## src/rtl/counter_modulo_cascade.sv

```systemverilog
// counter_modulo_cascade
//   Chain of STAGES modulo counters, stage 0 least significant. Each stage
//   counts up or down modulo its own mod value. A stage advances when ena is
//   high and every lower stage sits at its terminal count (ripple carry, same
//   cycle).
//
// Parameters
//   WIDTH          bit width of each stage counter
//   STAGES         number of cascaded stages
//   IMPLEMENTATION 0: terminal test compares the current count against mod-1
//                  1: terminal test compares count+1 against mod
//                  (identical port behaviour)
//
// Ports
//   clk     rising-edge clock
//   rst     asynchronous active-high reset, clears every stage
//   ena     count enable for stage 0
//   dir     0 = count up, 1 = count down
//   clr     synchronous clear of all stages (wins over ld)
//   ld      synchronous load of all stages from ld_val
//   ld_val  load values, stage i in [i*WIDTH +: WIDTH]
//   mod     modulo per stage, stage i in [i*(WIDTH+1) +: WIDTH+1], 0..2^WIDTH
//   cnt     registered counts, same packing as ld_val
//   wrp     per-stage terminal status (combinational)
//   ovf     whole-cascade wrap strobe (combinational)
module counter_modulo_cascade #(
  parameter int WIDTH          = 8,
  parameter int STAGES         = 4,
  parameter int IMPLEMENTATION = 0
) (
  input  logic                        clk,
  input  logic                        rst,
  input  logic                        ena,
  input  logic                        dir,
  input  logic                        clr,
  input  logic                        ld,
  input  logic [STAGES*WIDTH-1:0]     ld_val,
  input  logic [STAGES*(WIDTH+1)-1:0] mod,
  output logic [STAGES*WIDTH-1:0]     cnt,
  output logic [STAGES-1:0]           wrp,
  output logic                        ovf
);

  localparam logic [WIDTH:0]   ONE_X  = {{WIDTH{1'b0}}, 1'b1};
  localparam logic [WIDTH-1:0] ONE_N  = ONE_X[WIDTH-1:0];
  localparam logic [WIDTH-1:0] ZERO_N = {WIDTH{1'b0}};

  if ((IMPLEMENTATION != 0) && (IMPLEMENTATION != 1)) begin : g_bad_impl
    $fatal(1, "counter_modulo_cascade: IMPLEMENTATION must be 0 or 1");
  end

  logic [WIDTH-1:0] cnt_r     [STAGES];
  logic [WIDTH-1:0] cnt_nxt_s [STAGES];
  logic [STAGES-1:0] wrp_s;
  logic [STAGES-1:0] adv_s;

  for (genvar i = 0; i < STAGES; i++) begin : g_stage
    logic [WIDTH:0]   mod_s;
    logic [WIDTH:0]   cur_s;
    logic             small_mod_s;
    logic             term_up_s;
    logic             wrp_i_s;
    logic [WIDTH-1:0] reload_s;
    logic [WIDTH-1:0] nxt_i_s;

    assign mod_s       = mod[i*(WIDTH+1) +: (WIDTH+1)];
    assign cur_s       = {1'b0, cnt_r[i]};
    // mod of 0 or 1 collapses the stage to a single state that is always terminal
    assign small_mod_s = (mod_s <= ONE_X);
    // Low WIDTH bits of mod-1; mod = 2^WIDTH yields all ones (full binary wrap)
    assign reload_s    = mod_s[WIDTH-1:0] - ONE_N;

    if (IMPLEMENTATION == 1) begin : g_next
      logic [WIDTH:0] inc_s;
      // count+1 cannot overflow WIDTH+1 bits, so >= mod also catches out-of-range counts
      assign inc_s     = cur_s + ONE_X;
      assign term_up_s = (inc_s >= mod_s);
    end else begin : g_cur
      assign term_up_s = small_mod_s || (cur_s >= (mod_s - ONE_X));
    end

    // Terminal status depends only on count, modulo and direction
    always_comb begin
      if (small_mod_s) begin
        wrp_i_s = 1'b1;
      end else if (dir) begin
        wrp_i_s = (cnt_r[i] == ZERO_N);
      end else begin
        wrp_i_s = term_up_s;
      end
    end

    // Next count for an advancing stage; a held stage keeps its value
    always_comb begin
      nxt_i_s = cnt_r[i];
      if (adv_s[i]) begin
        if (dir) begin
          if (wrp_i_s) begin
            nxt_i_s = small_mod_s ? ZERO_N : reload_s;
          end else begin
            nxt_i_s = cnt_r[i] - ONE_N;
          end
        end else begin
          if (wrp_i_s) begin
            nxt_i_s = ZERO_N;
          end else begin
            nxt_i_s = cnt_r[i] + ONE_N;
          end
        end
      end else begin
        nxt_i_s = cnt_r[i];
      end
    end

    assign wrp_s[i]                 = wrp_i_s;
    assign cnt_nxt_s[i]             = nxt_i_s;
    assign cnt[i*WIDTH +: WIDTH]    = cnt_r[i];
  end

  // Ripple carry: a stage advances when ena is high and all lower stages are terminal
  always_comb begin
    logic carry_s;
    carry_s = ena;
    for (int k = 0; k < STAGES; k++) begin
      adv_s[k] = carry_s;
      carry_s  = carry_s & wrp_s[k];
    end
  end

  assign wrp = wrp_s;
  assign ovf = ena & (&wrp_s);

  // Cascade state: async reset, then clr > ld > counting
  always_ff @(posedge clk or posedge rst) begin
    if (rst) begin
      for (int k = 0; k < STAGES; k++) cnt_r[k] <= ZERO_N;
    end else if (clr) begin
      for (int k = 0; k < STAGES; k++) cnt_r[k] <= ZERO_N;
    end else if (ld) begin
      // Loaded values are taken as-is, even when out of range for their modulo
      for (int k = 0; k < STAGES; k++) cnt_r[k] <= ld_val[k*WIDTH +: WIDTH];
    end else begin
      for (int k = 0; k < STAGES; k++) cnt_r[k] <= cnt_nxt_s[k];
    end
  end

endmodule

```

## config.mk

```make
export PLATFORM = sky130hd
export DESIGN_NAME = counter_modulo_cascade
export DESIGN_NICKNAME = d
export VERILOG_FILES = /design/src/rtl/counter_modulo_cascade.sv
export SDC_FILE = /design/constraint.sdc
export NUM_CORES = 1
export LEC_CHECK = 0
export CAP_MARGIN = 15
export CORE_MARGIN = 1.5
export CORE_UTILIZATION = 57
export CTS_BUF_LIST = sky130_fd_sc_hd__clkbuf_8
export DETAILED_ROUTE_END_ITERATION = 8
export PLACE_DENSITY = 0.91
export SYNTH_ARGS = -nofsm -noshare
export SYNTH_HDL_FRONTEND = slang
export SYNTH_SLANG_ARGS = --single-unit
export TNS_END_PERCENT = 10
```

## constraint.sdc

```tcl
create_clock -name clk -period 5.3 [get_ports clk]
set_input_delay 0.53 -clock clk [delete_from_list [all_inputs] [get_ports clk]]
set_output_delay 0.53 -clock clk [all_outputs]
set_load 0.1 [all_outputs]
```

==> Flow_metrics.wiki <==
{| class="wikitable"
! Metric !! Value
|-
| Run status || complete, no violations
|-
| Die X || 94.6 microns
|-
| Synthesis-stage register bit count || 32
|-
| Pin count of the biggest net entering global routing || 50
|-
| Global-route wire length before repair || roughly 22000 microns
|-
| Total via count in the routed design || 5022
|-
| Inserted Diodes || 0
|-
| Slew Limit Headroom || 31.6%
|-
| Flip-flop count of the largest register after layout || 32
|-
| Nature of the critical path endpoint || output pin
|-
| Setup repair bufs after CTS || 0
|-
| Overall die height || around 95 microns
|-
| Share of post-route cells with drive strength above 1 || between 7 and 8%
|-
| Initial standard-cell utilization of the core || roughly three fifths
|-
| Number of standard-cell rows in the floorplan || 33
|-
| Number of ports placed on the die boundary || between 100 and 150
|-
| CTS Buf Count || 5
|-
| # setup viols final || 0
|-
| Post-detailed-routing wire length || between 10000 and 15000 microns
|-
| Worst reg2reg path depth || 7
|-
| Post-Syn Instances || just under 600
|-
| Via count of the first global-routing pass || between 4k and 5k
|-
| Remaining antenna violation count after routing || 0
|-
| Number of levels the H-tree was split into || 2
|-
| Combined area of the multi-input logic cells || ~3600 sq um
|-
| Mapped cell area || about 4800 sq um
|-
| Worst IR drop on VDD || 0.000155 V
|-
| PwrDens || ~200 nW/um^2
|-
| Clock tree from TritonCTS || yes
|-
| Reported max-cap violation count || 0
|-
| Clock-pin transition on the worst setup and hold timing paths || around 0.07 ns
|-
| Critical path's slowest cell || sky130_fd_sc_hd__clkdlybuf4s50_1
|-
| Last weighted congestion value of the routability-driven placer || just over 0.9
|-
| Most used flip-flop cell after synthesis || sky130_fd_sc_hd__dfrtp_1
|-
| Crit-path max cell delay || about 0.5 ns
|-
| DRC violations left || 0
|-
| Number of buffers inserted by hold repair at cts || 0
|-
| Die Outline Area || a little under 9000 sq um
|-
| Detailed Place HPWL || between 10000 and 15000 microns
|-
| Critical setup path kind || input pin to output pin
|-
| Cell taking the most area after synthesis || sky130_fd_sc_hd__dfrtp_1
|-
| Required time of the critical path || around 4.8 ns
|-
| CP delay by family, top || compound AO/OA/AOI/OAI gates
|-
| Post-route fraction of the period consumed by the critical path || 93.3%
|-
| Number of gates on the worst path with buffers counted || 15
|-
| Insertion delay of the later-clocked pin in the worst-skew pair || 0.28 ns
|-
| Length of the first detailed-routing pass in iterations || 4
|-
| Placed Area || around 5800 sq um
|-
| Slew at the pin closest to its max-slew limit || around 1 ns
|-
| Clk Tree Root Cell || sky130_fd_sc_hd__clkbuf_8
|-
| Number of max-slew violations in the final report || 0
|-
| Count of synthesis-stage warnings from yosys || 0
|-
| Number of filler cells placed in the layout || approximately 620
|-
| Worst setup path endpoint || ovf
|-
| Tot GR Track Use || between 30% and 40%
|-
| Post-cts sizing count || 0
|-
| Cells traversed along the worst timing path || clkdlybuf4s50_1, inv_1, ha_1, inv_1, or3_1, xor2_1, ha_1, a21o_1, a221o_1, a31oi_1, o21bai_4, and3_1, and2_2, and2_1, buf_12
|-
| Count of flip-flops with a built-in enable after synthesis || 0
|-
| Floorplan core area || between 8000 and 9000 sq um
|-
| Synthesized net count || between 700 and 800
|-
| Hold/Removal Path Class || register to register
|-
| CTS Buffer Depth || 2
|-
| Post-layout net count || between 800 and 900
|-
| Remaining global-route overflow || 0
|-
| Buffer and inverter count on the worst path || 4
|-
| Signal arrival time at the worst endpoint || 4.42 ns
|-
| Standby leakage power || between 2 and 2.5 nW
|-
| Mean cell area of the mapped netlist || 8.03 sq um
|-
| Number of DRC markers in iteration 0 || 235
|-
| Category of the worst setup path launch point || input pin
|-
| Launch point of the worst path || mod[0]
|-
| Reg-to-Reg End || cnt[30]$_DFFE_PP0P_
|-
| Area overhead of the layout relative to synthesis || 23.7%
|-
| Power, Total || around 1.2 mW
|-
| Unrepaired setup endpoints after global routing || no
|-
| Post-synth ARST share || 100%
|-
| Buffers added on ports || 110
|-
| Mean routed wirelength per cell || about 17 microns
|-
| Seq/Total Area, Yosys || 16.7%
|-
| Area contributors post-synth || sky130_fd_sc_hd__dfrtp_1 17%, sky130_fd_sc_hd__ha_1 14%, sky130_fd_sc_hd__xnor2_1 5.3%, sky130_fd_sc_hd__inv_1 3.5%, sky130_fd_sc_hd__nand2_1 3.4%
|-
| Portion of synthesized cell area occupied by the leading cell type || around 17%
|-
| Shortest period the worst path allows || 4.95 ns
|-
| Crit path max fanout || 8
|-
| Maximum operating frequency || a little over 200 MHz
|-
| Setup slack of the worst register-to-register path || between 2 and 2.5 ns
|-
| Storage element area || 801 sq um
|-
| Via density per instance || ~6.3
|-
| Final Hold Fails || 0
|-
| Final sum of negative setup slack || 0 ns
|-
| Worst Clk Skew || a little over 0.007 ns
|-
| Post-route standard cell area excluding fillers || 5920 sq um
|-
| # clock sinks || 32
|-
| Synth unique cells || 80
|-
| R2R Path Start || cnt[4]$_DFFE_PP0P_
|-
| Initial antenna violation count || 0
|}
-- cells by family after synthesis --
family | after synthesis | synth area share, %
AOI/OAI and AO/OA | 155 | 24.0
xor gates and xnor gates | 46 | 8.42
adders and majority gates | 52 | 13.6
buffers and inverters | 74 | 7.90
DFF | 32 | 16.7
muxes | 16 | 3.45
and+or+nand+nor | 221 | 25.9
-- worst reg2reg max path: stages (launching register included) --
cell,delay (ns)
sky130_fd_sc_hd__dfrtp_1,0.48
sky130_fd_sc_hd__ha_1,0.35
sky130_fd_sc_hd__a21o_1,0.16
sky130_fd_sc_hd__a221o_1,0.31
sky130_fd_sc_hd__a31oi_1,0.47
sky130_fd_sc_hd__o21bai_4,0.22
sky130_fd_sc_hd__a41oi_4,0.45
sky130_fd_sc_hd__mux2_2,0.39
-- through the flow --
step / util (%) / hold WS, ns / instances / setup WS (ns)
final: 72.4 / 0.642 / 791 / 0.354
after global routing: 72.4 / 0.687 / 791 / 0.221
after CTS: 72.4 / 0.637 / 791 / 0.385
after detailed placement: 71.5 / 0.622 / 786 / 0.426
after global placement: 71.5 / 0.599 / 786 / 0.520
after floorplan: - / 0.646 / 596 / 1.16
-- cell type report --
cell class	instances	area share, %
Timing Repair Buffer	115	19.4
Tap cell	105	2.22
Inverter	44	2.79
Sequential cell	32	13.5
Multi-Input combinational cell	490	60.9
Clock buffer	5	1.16
-- synthesized netlist by cell type (all sizes together), types with 6 or more instances --
cell	number
a31oi	12
inv	44
xor2	17
nor2b	10
buf	14
o21ai	26
and3	12
a221oi	14
o22ai	6
or2	6
nor3b	9
and2	6
ha	52
a21o	8
nand4	6
nor3	28
dfrtp	32
nor2	39
clkbuf	15
nand3	17
nor4	12
or4	7
a21oi	31
o21bai	8
mux2i	12
o211ai	8
nand2	43
xnor2	29
nand2b	6
-- worst min-delay path by stage --
stage / cells after the start / endpoint / from / slack (ns)
global placement: 2 / cnt[23]$_DFFE_PP0P_ / cnt[23]$_DFFE_PP0P_ / 0.60
finish: 2 / cnt[23]$_DFFE_PP0P_ / cnt[23]$_DFFE_PP0P_ / 0.64
global route: 2 / cnt[23]$_DFFE_PP0P_ / cnt[23]$_DFFE_PP0P_ / 0.69
detailed placement: 2 / cnt[23]$_DFFE_PP0P_ / cnt[23]$_DFFE_PP0P_ / 0.62
floorplan: 1 / cnt[0]$_DFFE_PP0P_ / rst / 0.65
CTS: 2 / cnt[23]$_DFFE_PP0P_ / cnt[23]$_DFFE_PP0P_ / 0.64
-- cells in the final DEF, fill, tap and decap left out, types with 17 or more instances in the layout --
| cell type | Yosys | final |
|---|---|---|
| sky130_fd_sc_hd__clkdlybuf4s50_1 | 0 | 104 |
| sky130_fd_sc_hd__ha_1 | 52 | 52 |
| sky130_fd_sc_hd__inv_1 | 44 | 44 |
| sky130_fd_sc_hd__nand2_1 | 43 | 43 |
| sky130_fd_sc_hd__nor2_1 | 39 | 39 |
| sky130_fd_sc_hd__dfrtp_1 | 32 | 32 |
| sky130_fd_sc_hd__a21oi_1 | 30 | 30 |
| sky130_fd_sc_hd__xnor2_1 | 29 | 29 |
| sky130_fd_sc_hd__nor3_1 | 28 | 28 |
| sky130_fd_sc_hd__o21ai_0 | 20 | 20 |
| sky130_fd_sc_hd__xor2_1 | 17 | 17 |
-- power breakdown --
part,internal (mW),leakage [nW],switching (mW)
registers,0.264,0.418,0.0551
clock network,0.0846,0.0359,0.0870
logic,0.249,2.00,0.421
-- routing by layer --
metal	vias up	global-route usage (%)	part of all wire, %
met5	-	0	0
met2	226	55.5	51
met1	2391	39.2	41
met4	0	7.46	1.2
met3	24	3.62	7.5
li1	2381	-	-
No activity file was read; power rests on OpenSTA's default activity.
